==> config.mk <==
export PLATFORM = sky130hd
export DESIGN_NAME = keypad_scanner
export DESIGN_NICKNAME = d
export VERILOG_FILES = /design/src/rtl/keypad_scanner.sv
export SDC_FILE = /design/constraint.sdc
export NUM_CORES = 1
export LEC_CHECK = 0
export BUFFER_PORTS_ARGS = -buffer_cell sky130_fd_sc_hd__buf_2
export CAP_MARGIN = 20
export CORE_UTILIZATION = 25
export CTS_CLUSTER_DIAMETER = 40
export DETAILED_ROUTE_END_ITERATION = 12
export SLEW_MARGIN = 20
export SYNTH_ARGS = -nofsm -noshare
export SYNTH_HDL_FRONTEND = slang
export SYNTH_SLANG_ARGS = --single-unit
==> constraint.sdc <==
create_clock -name clk -period 10.9 [get_ports clk]
set_clock_uncertainty 0.2 [all_clocks]
set_input_delay 0.545 -clock clk [delete_from_list [all_inputs] [get_ports clk]]
set_output_delay 0.545 -clock clk [all_outputs]
set_load 0.005 [all_outputs]
==> src/rtl/keypad_scanner.sv <==
// 4x4 active-low matrix keypad scanner with press and release debouncing.
// Produces one key_valid pulse with the decoded key_code per physical press.
module keypad_scanner #(
    parameter int SCAN_DIV        = 1000,
    parameter int DEBOUNCE_CYCLES = 100000
) (
    input  logic       clk,
    input  logic       rst,
    input  logic [3:0] row_n,
    output logic [3:0] col_n,
    output logic       key_valid,
    output logic [3:0] key_code,
    output logic       key_busy
);
    localparam int DW = $clog2(SCAN_DIV);
    localparam int CW = $clog2(DEBOUNCE_CYCLES);
    localparam logic [DW-1:0] DWELL_LAST = DW'(SCAN_DIV - 1);
    localparam logic [CW-1:0] CNT_LAST   = CW'(DEBOUNCE_CYCLES - 1);

    typedef enum logic [1:0] {
        SCAN         = 2'd0,
        DEBOUNCE     = 2'd1,
        WAIT_RELEASE = 2'd2,
        RELEASE_DB   = 2'd3
    } state_t;

    state_t          state_reg, state_next;
    logic [3:0]      row_meta_reg, row_s_reg;
    logic [DW-1:0]   dwell_reg, dwell_next;
    logic [CW-1:0]   cnt_reg, cnt_next;
    logic [1:0]      col_reg, col_next;
    logic [3:0]      pat_reg, pat_next;
    logic            valid_reg, valid_next;
    logic [3:0]      code_reg, code_next;
    logic [1:0]      row_idx;
    logic            one_low;

    // Row order r0..r3, column order c0..c3; '*' = E, '#' = F.
    function automatic logic [3:0] map_key(input logic [1:0] r, input logic [1:0] c);
        case ({r, c})
            4'h0: map_key = 4'h1;  4'h1: map_key = 4'h2;  4'h2: map_key = 4'h3;  4'h3: map_key = 4'hA;
            4'h4: map_key = 4'h4;  4'h5: map_key = 4'h5;  4'h6: map_key = 4'h6;  4'h7: map_key = 4'hB;
            4'h8: map_key = 4'h7;  4'h9: map_key = 4'h8;  4'hA: map_key = 4'h9;  4'hB: map_key = 4'hC;
            4'hC: map_key = 4'hE;  4'hD: map_key = 4'h0;  4'hE: map_key = 4'hF;  default: map_key = 4'hD;
        endcase
    endfunction

    always_ff @(posedge clk) begin
        if (rst) begin
            row_meta_reg <= 4'hF;
            row_s_reg    <= 4'hF;
            state_reg    <= SCAN;
            dwell_reg    <= '0;
            cnt_reg      <= '0;
            col_reg      <= 2'd0;
            pat_reg      <= 4'hF;
            valid_reg    <= 1'b0;
            code_reg     <= 4'h0;
        end else begin
            row_meta_reg <= row_n;
            row_s_reg    <= row_meta_reg;
            state_reg    <= state_next;
            dwell_reg    <= dwell_next;
            cnt_reg      <= cnt_next;
            col_reg      <= col_next;
            pat_reg      <= pat_next;
            valid_reg    <= valid_next;
            code_reg     <= code_next;
        end
    end

    assign one_low = $onehot(~row_s_reg);

    always_comb begin
        row_idx = 2'd0;
        case (pat_reg)
            4'b1101: row_idx = 2'd1;
            4'b1011: row_idx = 2'd2;
            4'b0111: row_idx = 2'd3;
            default: row_idx = 2'd0;
        endcase
    end

    always_comb begin
        state_next = state_reg;
        dwell_next = dwell_reg;
        cnt_next   = cnt_reg;
        col_next   = col_reg;
        pat_next   = pat_reg;
        valid_next = 1'b0;
        code_next  = code_reg;
        case (state_reg)
            SCAN: begin
                if (dwell_reg == DWELL_LAST) begin
                    dwell_next = '0;
                    if (one_low) begin
                        pat_next   = row_s_reg;
                        cnt_next   = '0;
                        state_next = DEBOUNCE;
                    end else begin
                        col_next = col_reg + 2'd1;
                    end
                end else begin
                    dwell_next = dwell_reg + 1'b1;
                end
            end
            DEBOUNCE: begin
                if (row_s_reg == pat_reg) begin
                    if (cnt_reg == CNT_LAST) begin
                        valid_next = 1'b1;
                        code_next  = map_key(row_idx, col_reg);
                        state_next = WAIT_RELEASE;
                    end else begin
                        cnt_next = cnt_reg + 1'b1;
                    end
                end else begin
                    dwell_next = '0;
                    state_next = SCAN;
                end
            end
            WAIT_RELEASE: begin
                if (row_s_reg == 4'hF) begin
                    cnt_next   = '0;
                    state_next = RELEASE_DB;
                end
            end
            default: begin
                if (row_s_reg == 4'hF) begin
                    if (cnt_reg == CNT_LAST) begin
                        col_next   = col_reg + 2'd1;
                        dwell_next = '0;
                        state_next = SCAN;
                    end else begin
                        cnt_next = cnt_reg + 1'b1;
                    end
                end else begin
                    state_next = WAIT_RELEASE;
                end
            end
        endcase
    end

    // Column drive is a one-hot-low decode of the current column index.
    for (genvar gi = 0; gi < 4; gi++) begin : g_col
        assign col_n[gi] = (col_reg != 2'(gi));
    end

    assign key_valid = valid_reg;
    assign key_code  = code_reg;
    assign key_busy  = (state_reg != SCAN);
endmodule
==> key figures, run 1 <==
Synthesis
  • Ys async rst share: 0%
  • Netlist cell types: between 50 and 60
  • EDFF count, synth: 0
  • Net count after synthesis: about 340
  • Synth Cell Area: about 2700 µm²
  • Main synth FF type: dfxtp_1
  • Synth top area cells: dfxtp_1, ha_1, a21oi_1
  • Synth Area per Inst: ~8.5 µm²
  • Sequential share of the synthesized area: 35.2%
  • Cells after Synth: 320
  • Leading area contributor after synthesis: dfxtp_1
  • Synth top area share: a little over a third
  • Yosys reg bits: 48
  • Ys Warns: 0

Pwr
  • P_leak: about 1.1 nW
  • Comb pwr share: 19.9%
  • Power Density: 123 nW/µm²
  • Clock Power Share: between 20 and 30%
  • P_sw: between 0.1 and 0.15 mW
  • Internal power: approximately 0.26 mW
  • Total chip power: roughly 0.37 mW
  • Sw Ratio: roughly 30%
  • Sequential power share: 50.8%
  • VDD IR max: roughly 0.055 mV

GRT
  • Initial antenna violation count: 0
  • Vias in the first global route: ~2100
  • First-pass GRT wire length: 9.85 mm
  • Total GRT Usage: between 10% and 20%
  • Total congestion overflow: 0
  • Largest net degree at the start of global routing: 37

Timing
  • Final Hold Vio Count: 0
  • Setup_tns: 0 ns
  • Period minus WS final: 3.81 ns
  • Max Slew Vio Count: 0
  • Fmax: between 200 and 300 MHz
  • RSZ-0062 raised after global routing: no
  • Relative slew slack: around two fifths
  • Period Utilization, post-route: 35.0%
  • Tightest Pin Transition: about 0.89 ns
  • Final setup vio count: 0

Finish
  • Max reg flops: 17
  • Fillcell total: approximately 1100
  • Antenna fix cells: 0
  • Most frequent cells in the layout: dfxtp_1, a21oi_1, nand2_1, nor2_1, inv_1
  • Net count, final: between 300 and 400
  • Most common cell after layout, fill and taps aside: dfxtp_1
  • Layout cells sized above 1: between 10% and 20%
  • Area grow syn2layout: 9.99%
  • Multi-input logic area: around 1600 µm²
  • Register area: ~960 µm²

Detailed routing
  • Final wirelength: just under 6 mm
  • Drt drc: 0
  • DRT Pass-1 Iters: 4
  • Vias per cell: between 5 and 6
  • DR iter-0 viols: 118
  • Post-route ant nets: 0
  • Wire per inst: ~13 µm
  • Routed vias: approximately 2400

Die
  • DIE AREA: around 11000 µm²
  • Initial Util: 26.1%
  • Die X: 107 µm
  • # IOs: 16
  • Die Ht: 107 µm
  • Core Footprint: about 10000 µm²
  • Row count: 37

Outcome
  • Outcome: complete, no violations

Clock network
  • Post-CTS Resized: 0
  • H-tree depth: 2
  • Maximum clock insertion buffer count: 2
  • Hold_buf cts: 0
  • Root Buffer: clkbuf_8
  • Clock latency on the worst-skew pair: 0.30 ns
  • Clock slew at reported path FFs: 0.08 ns
  • Clk sink count: 48
  • CTS tree: done
  • CTS Buf Count: 5
  • Post-CTS Repair Setup Buffers: 0

Job
  • Total of max-cap violations: 0

Critical path
  • Worst Setup Path Type: reg2reg
  • Worst Path Required: between 10 and 15 ns
  • Worst setup EP type: flop
  • Crit path max fanout: 35
  • WP data arrival: ~3.8 ns
  • CP Launch Type: flop

Placement
  • Port bufs: 15
  • Hpwl dp: 4.20 mm
  • Gpl congestion: around 0.79

Min path
  • Type of the most critical hold path: reg2reg
-- per-layer routing --
layer  routed length (µm)  global-route usage [%]  vias up  part of all wire, %
met2                 2660                    16.3       26                   45
met4                   83                    4.11        0                  1.4
met5                    0                       0        -                    0
met3                  135                    2.08        4                  2.3
met1                 3030                    14.5     1138                   51
li1                     -                       -     1212                    -
-- cell usage after synthesis (2+ instances only) --
cell      instances
nor4bb_1          2
a311oi_1          7
o21ai_0          11
nand3_1           9
nand2b_1          6
clkbuf_1         11
nand2_1          22
or4_1            13
buf_2             2
mux2i_1           6
inv_1            17
dfxtp_1          48
a31oi_1           4
nor3_1            7
xnor2_1           4
a22oi_1           2
nand4_1           9
xor2_1            2
or2_2             8
a21oi_1          27
nand4b_1          3
o31ai_1          12
and4_1            3
or3_1             8
and3_1            8
ha_1             15
nor4_1            2
a211o_1           4
a211oi_1          3
nor2_1           22
-- per-stage QoR --
step / util [%] / hold slack [ns] / area [µm²] / std cells / setup WS, ns
2_1_floorplan: - / 0.189 / 2730 / 320 / 7.34
6_report: 28.7 / 0.212 / 3000 / 465 / 7.09
5_1_grt: 28.7 / 0.212 / 3000 / 465 / 6.86
4_1_cts: 28.7 / 0.214 / 3000 / 465 / 7.08
3_5_place_dp: 27.8 / 0.194 / 2910 / 457 / 7.07
3_3_place_gp: 27.8 / 0.195 / 2910 / 456 / 7.19
-- cell families after synthesis --
kind of cell,Yosys count,synth area share (%)
compound gates,79,19.4
xor+xnor,6,1.92
fa+ha+maj,16,7.61
buf+inv,33,4.95
flops,48,35.2
mux,8,3.44
simple gates,130,27.5
-- path summary, 6_finish.rpt --
kind | endpoint | slack [ns] | startpoint | cells past startpoint
worst min register to register | row_s_reg[2] | 0.21 | row_meta_reg[2] | 1
worst min-delay path | row_s_reg[2] | 0.21 | row_meta_reg[2] | 1
worst max register to register | cnt_reg[7] | 7.09 | row_s_reg[0] | 9
worst max-delay path | cnt_reg[7] | 7.09 | row_s_reg[0] | 9
-- power by group through the flow --
stage	clock (mW)	combinational, mW	sequential (mW)
after floorplan	0	0.0586	0.191
after global placement	0	0.0717	0.192
after detailed placement	0	0.0736	0.192
after CTS	0.113	0.0738	0.188
after global routing	0.120	0.0827	0.190
final	0.109	0.0736	0.188
-- final cells by class --
| type | count | area share [%] |
|---|---|---|
| repair buffers | 16 | 2.67 |
| multi-input cells | 239 | 54.4 |
| flip-flops and latches | 48 | 32.0 |
| clock buffers | 8 | 3.00 |
| inverters | 18 | 2.25 |
| well taps | 136 | 5.67 |
-- worst max-delay path, cell delays in order, from the launching register on --
cell      delay, ns
dfxtp_1        0.37
fa_1           0.54
inv_1          0.04
ha_1           0.17
ha_1           0.30
or3b_1         0.38
or4_4          0.55
a22o_4         0.38
o21bai_2       0.61
a21oi_1        0.11
Note: power is estimated with default switching activity, not from simulation.
==> inputs of run 2 (changes only) <==
clock period = 3.95 ns   (was 10.9 ns; I/O delays follow)
==> key figures, run 2 (synthesized netlist as in run 1, its figures left out) <==
Outcome
  • Outcome: complete, no violations

Detailed routing
  • Routed vias: 2406 (+1.1%)
  • DRT Pass-1 Iters: 4 (unchanged)
  • Wire per inst: 12.4 µm (-2.2%)
  • Drt drc: 0 (unchanged)
  • Vias per cell: 5.11 (-0.20%)
  • DR iter-0 viols: 120 (+1.7%)
  • Final wirelength: 5.85 mm (-0.98%)
  • Post-route ant nets: 0 (unchanged)

Finish
  • Post-layout util: 29.4% (+0.72 points)
  • Net count, final: 356 (+1.7%)
  • Max reg flops: 17 (unchanged)
  • Antenna fix cells: 0 (unchanged)
  • Final Cell Area: 3080 µm² (+2.5%)
  • Area grow syn2layout: 12.7%
  • Most frequent cells in the layout: dfxtp_1, a21oi_1, nand2_1, nor2_1, inv_1
  • Most common cell after layout, fill and taps aside: dfxtp_1
  • Layout cells sized above 1: 11.9% (+0.69 points)
  • Fillcell total: 1155 (+1.3%)

Die
  • # IOs: 16 (unchanged)
  • DIE AREA: 11300 µm² (unchanged)
  • Die Ht: 107 µm (unchanged)
  • Initial Util: 26.1% (unchanged)
  • Row count: 37 (unchanged)
  • Core Footprint: 10500 µm² (unchanged)
  • Die X: 107 µm (unchanged)

Pwr
  • Total chip power: 1.09 mW (+190%)
  • VDD IR max: 0.184 mV (+240%)
  • P_leak: 1.12 nW (+3.2%)
  • Power Density: 353 nW/µm² (+190%)

Critical path
  • WP data arrival: 3.79 ns (+0.03 ns)
  • CP Launch Point: row_s_reg[0]
  • Worst reg2reg path startpoint: row_s_reg[0]
  • Crit path max fanout: 35 (unchanged)
  • Worst Setup Path Type: reg2reg
  • CP Launch Type: flop
  • Worst Path Required: 3.99 ns (-6.86 ns)
  • Worst setup EP type: flop

GRT
  • First-pass GRT wire length: 10.1 mm (+2.2%)
  • Total congestion overflow: 0 (unchanged)
  • Largest net degree at the start of global routing: 37 (unchanged)
  • Initial antenna violation count: 0 (unchanged)
  • Total GRT Usage: 10.8% (+0.21 points)
  • Vias in the first global route: 2182 (+5.2%)

Placement
  • Hpwl dp: 4.17 mm (-0.71%)
  • Gpl congestion: 0.790 (-0.28%)
  • DP Area: 2930 µm² (+0.60%)
  • Port bufs: 15 (unchanged)

Clock network
  • CTS tree: done
  • Maximum clock insertion buffer count: 2 (unchanged)
  • Clock slew at reported path FFs: 0.09 ns (about the same)
  • Clk sink count: 48 (unchanged)
  • Root Buffer: clkbuf_8
  • H-tree depth: 2 (unchanged)
  • CTS Buf Count: 5 (unchanged)
  • Post-CTS Resized: 0 (unchanged)
  • Clock latency on the worst-skew pair: 0.31 ns (about the same)

Timing
  • Fmax: 266 MHz (+1.4%)
  • Tightest Pin Transition: 0.919 ns (+0.0258 ns)
  • Setup_tns: 0 ns (unchanged)
  • Relative slew slack: 38.6% (-1.7 points)
  • Period minus WS final: 3.76 ns (-0.0525 ns)
  • Period Utilization, post-route: 95.1% (+60 points)
  • Hold Slack: 0.191 ns (-0.0213 ns)
  • Max Slew Vio Count: 0 (unchanged)
  • Final setup vio count: 0 (unchanged)
  • Final Hold Vio Count: 0 (unchanged)
  • RSZ-0062 raised after global routing: no

Min path
  • Type of the most critical hold path: in2reg
  • HP Start: rst

Job
  • Total of max-cap violations: 0 (unchanged)
run 2: cell count changes in the layout (fill, tap and decap cells not counted), sizes merged:
cell / delta
buf: +2
bufinv: +1
clkbuf: -2
clkinv: +1
dlygate4sd3: +4
run 2: layout make-up:
cell class / count / area (µm²) / share of cell area [%]
Multi-Input combinational cell: 239 / 1630 / 53.1
Clock inverter: 2 / 35.0 / 1.14
Tap cell: 136 / 170 / 5.53
Sequential cell: 48 / 961 / 31.2
Timing Repair Buffer: 22 / 138 / 4.47
Inverter: 18 / 67.6 / 2.20
Clock buffer: 6 / 72.6 / 2.36
run 2: critical path, cell delays in order (launching register included):
cell and delay (ns):
dfxtp_1 0.37, fa_1 0.55, inv_1 0.04, ha_1 0.17, ha_1 0.30, or3b_1 0.40
or4_4 0.56, a22o_4 0.39, or4_1 0.54, a21oi_1 0.16
run 2: layer usage:
layer / track usage [%] / up-vias / wire length, µm
li1: - / 1224 / -
met1: 13.8 / 1152 / 2960
met2: 17.7 / 26 / 2660
met3: 2.21 / 4 / 132
met4: 4.50 / 0 / 94
met5: 0 / - / 0
run 2: what timing repair did:
item	4_1_cts	5_1_grt
setup buffers	0	0
hold buffers	4	0
hold endpoints to repair	4	0
run 2: worst paths after layout:
path                  end  slack [ns]  cells past startpoint
min reg2reg  row_s_reg[2]        0.21                      1
max            cnt_reg[2]        0.19                      9
min             key_valid        0.19                      2
max reg2reg    cnt_reg[2]        0.19                      9
run 2: per-stage QoR:
step                cells  setup slack, ns
global placement      459            0.316
detailed placement    459            0.220
floorplan             320            0.387
global route          471           0.0719
CTS                   471            0.202
finish                471            0.192
run 2: power breakdown:
| group | switching, mW | internal, mW |
|---|---|---|
| combinational | 0.131 | 0.0774 |
| clock | 0.170 | 0.188 |
| sequential | 0.0173 | 0.502 |
==> inputs of run 3 (changes only) <==
BUFFER_PORTS_ARGS = -buffer_cell sky130_fd_sc_hd__buf_4   (was -buffer_cell sky130_fd_sc_hd__buf_2)
==> key figures, run 3 (synthesized netlist as in run 1, its figures left out) <==
Outcome
  • Outcome: complete, no violations

Clock network
  • Post-CTS Repair Setup Buffers: 0 (unchanged)
  • H-tree depth: 2 (unchanged)
  • Post-CTS Resized: 0 (unchanged)
  • CTS tree: done
  • Maximum clock insertion buffer count: 2 (unchanged)
  • Clock latency on the worst-skew pair: 0.31 ns (about the same)
  • Root Buffer: clkbuf_8
  • Clock slew at reported path FFs: 0.08 ns (about the same)
  • CTS Buf Count: 5 (unchanged)
  • Clk sink count: 48 (unchanged)

Critical path
  • Worst Setup Path Type: reg2reg
  • Worst Path Required: 3.98 ns (about the same)
  • Worst reg2reg path startpoint: row_s_reg[0]
  • WP data arrival: 3.75 ns (-0.04 ns)
  • R2R Setup Slk: 0.23 ns (+0.04 ns)
  • CP Launch Point: row_s_reg[0]
  • Capturing point of the worst reg2reg path: cnt_reg[1]
  • Critical path endpoint: cnt_reg[1]
  • Worst setup EP type: flop
  • Worst Reg-to-Reg Cells: 9 (unchanged)
  • Crit path max fanout: 35 (unchanged)
  • CP Launch Type: flop

GRT
  • Total GRT Usage: 10.6% (-0.19 points)
  • Initial antenna violation count: 0 (unchanged)
  • Total congestion overflow: 0 (unchanged)
  • Vias in the first global route: 2081 (-4.6%)
  • Largest net degree at the start of global routing: 37 (unchanged)
  • First-pass GRT wire length: 9.84 mm (-2.3%)

Pwr
  • VDD IR max: 0.140 mV (-24%)
  • P_leak: 1.13 nW (+0.35%)
  • Power Density: 345 nW/µm² (-2.1%)

Finish
  • Net count, final: 356 (unchanged)
  • Max reg flops: 17 (unchanged)
  • Final Cell Area: 3110 µm² (+0.94%)
  • Antenna fix cells: 0 (unchanged)
  • Layout cells sized above 1: 11.7% (-0.23 points)
  • Fillcell total: 1146 (-0.78%)
  • Non-Filler Instances: 469 (-0.42%)
  • Most frequent cells in the layout: dfxtp_1, a21oi_1, nand2_1, nor2_1, buf_4
  • Most common cell after layout, fill and taps aside: dfxtp_1
  • Area grow syn2layout: 13.8%

Detailed routing
  • DRT Pass-1 Iters: 4 (unchanged)
  • Met1 WL: 2.90 mm (-2.3%)
  • DR iter-0 viols: 134 (+12%)
  • DR WL met2: 2.72 mm (+2.4%)
  • Drt drc: 0 (unchanged)
  • Met3 WL post-DR: 215 µm (+63%)
  • Wire per inst: 12.6 µm (+1.6%)
  • Vias per cell: 5.15 (+0.76%)
  • Post-route ant nets: 0 (unchanged)
  • Final wirelength: 5.92 mm (+1.2%)
  • Max layer used: met4
  • Routed vias: 2414 (+0.33%)

Timing
  • Hold Slack: 0.0966 ns (-0.0945 ns)
  • Final Hold Vio Count: 0 (unchanged)
  • Period minus WS final: 3.72 ns (-0.0397 ns)
  • Setup_tns: 0 ns (unchanged)
  • Period Utilization, post-route: 94.1% (-1.0 points)
  • Fmax: 269 MHz (+1.1%)
  • Max Slew Vio Count: 0 (unchanged)
  • RSZ-0062 raised after global routing: no
  • Final setup vio count: 0 (unchanged)
  • Tightest Pin Transition: 0.870 ns (-0.0483 ns)
  • Relative slew slack: 41.9% (+3.2 points)

Die
  • Core Footprint: 10500 µm² (unchanged)
  • # IOs: 16 (unchanged)
  • DIE AREA: 11300 µm² (unchanged)
  • Row count: 37 (unchanged)
  • Die Ht: 107 µm (unchanged)
  • Initial Util: 26.1% (unchanged)
  • Die X: 107 µm (unchanged)

Placement
  • DP Area: 2970 µm² (+1.3%)
  • Hpwl dp: 4.20 mm (+0.52%)
  • Placed insts: 459 (unchanged)
  • Port bufs: 15 (unchanged)
  • Gpl congestion: 0.784 (-0.82%)

Job
  • Total of max-cap violations: 0 (unchanged)

Min path
  • HP Start: rst
  • Type of the most critical hold path: in2reg
[run 3: layout make-up]
class | instances | area, µm² | area share, %
inverter | 18 | 67.6 | 2.17
sequential | 48 | 961 | 30.9
clock buffer | 5 | 68.8 | 2.22
tap | 136 | 170 | 5.48
timing repair buffer | 22 | 175 | 5.64
multi-input combinational | 239 | 1630 | 52.6
clock inverter | 1 | 30.0 | 0.967
[run 3: timing repair]
action                                 CTS  global route
setup endpoints to repair                0             0
hold buffers                             4             0
endpoints found under the hold margin    4             0
[run 3: worst max-delay path: stages, from the launching register on]
cell	delay, ns
dfxtp_1	0.36
fa_1	0.54
inv_1	0.04
ha_1	0.17
ha_1	0.30
or3b_1	0.38
or4_4	0.55
a22o_4	0.39
or4_1	0.55
a21oi_1	0.16
[run 3: metal layers]
layer	vias to the layer above	track usage, %
met5	-	0
met4	0	3.82
met3	7	2.02
met2	38	16.4
met1	1150	14.6
li1	1219	-
[run 3: how the worst min path moves through the flow]
stage	cells past startpoint	end	slack, ns
final	2	key_valid	0.1
after global routing	2	key_code[0]	0.11
after CTS	2	key_valid	0.09
after detailed placement	2	row_meta_reg[2]	0.18
after global placement	2	row_meta_reg[0]	0.19
after floorplan	1	row_meta_reg[0]	0.10
[run 3: power by group]
part | switching [mW] | internal, mW | leakage [nW]
logic | 0.131 | 0.0811 | 0.689
clock network | 0.160 | 0.182 | 0.0501
registers | 0.0169 | 0.502 | 0.389
[run 3: metrics by stage]
stage | utilization (%) | power, mW | worst slack [ns]
final | 29.7 | 1.07 | 0.232
after floorplan | - | 0.688 | 0.387
after CTS | 29.7 | 1.08 | 0.215
after detailed placement | 28.4 | 0.739 | 0.235
after global placement | 28.4 | 0.735 | 0.318
after global routing | 29.7 | 1.14 | 0.0707
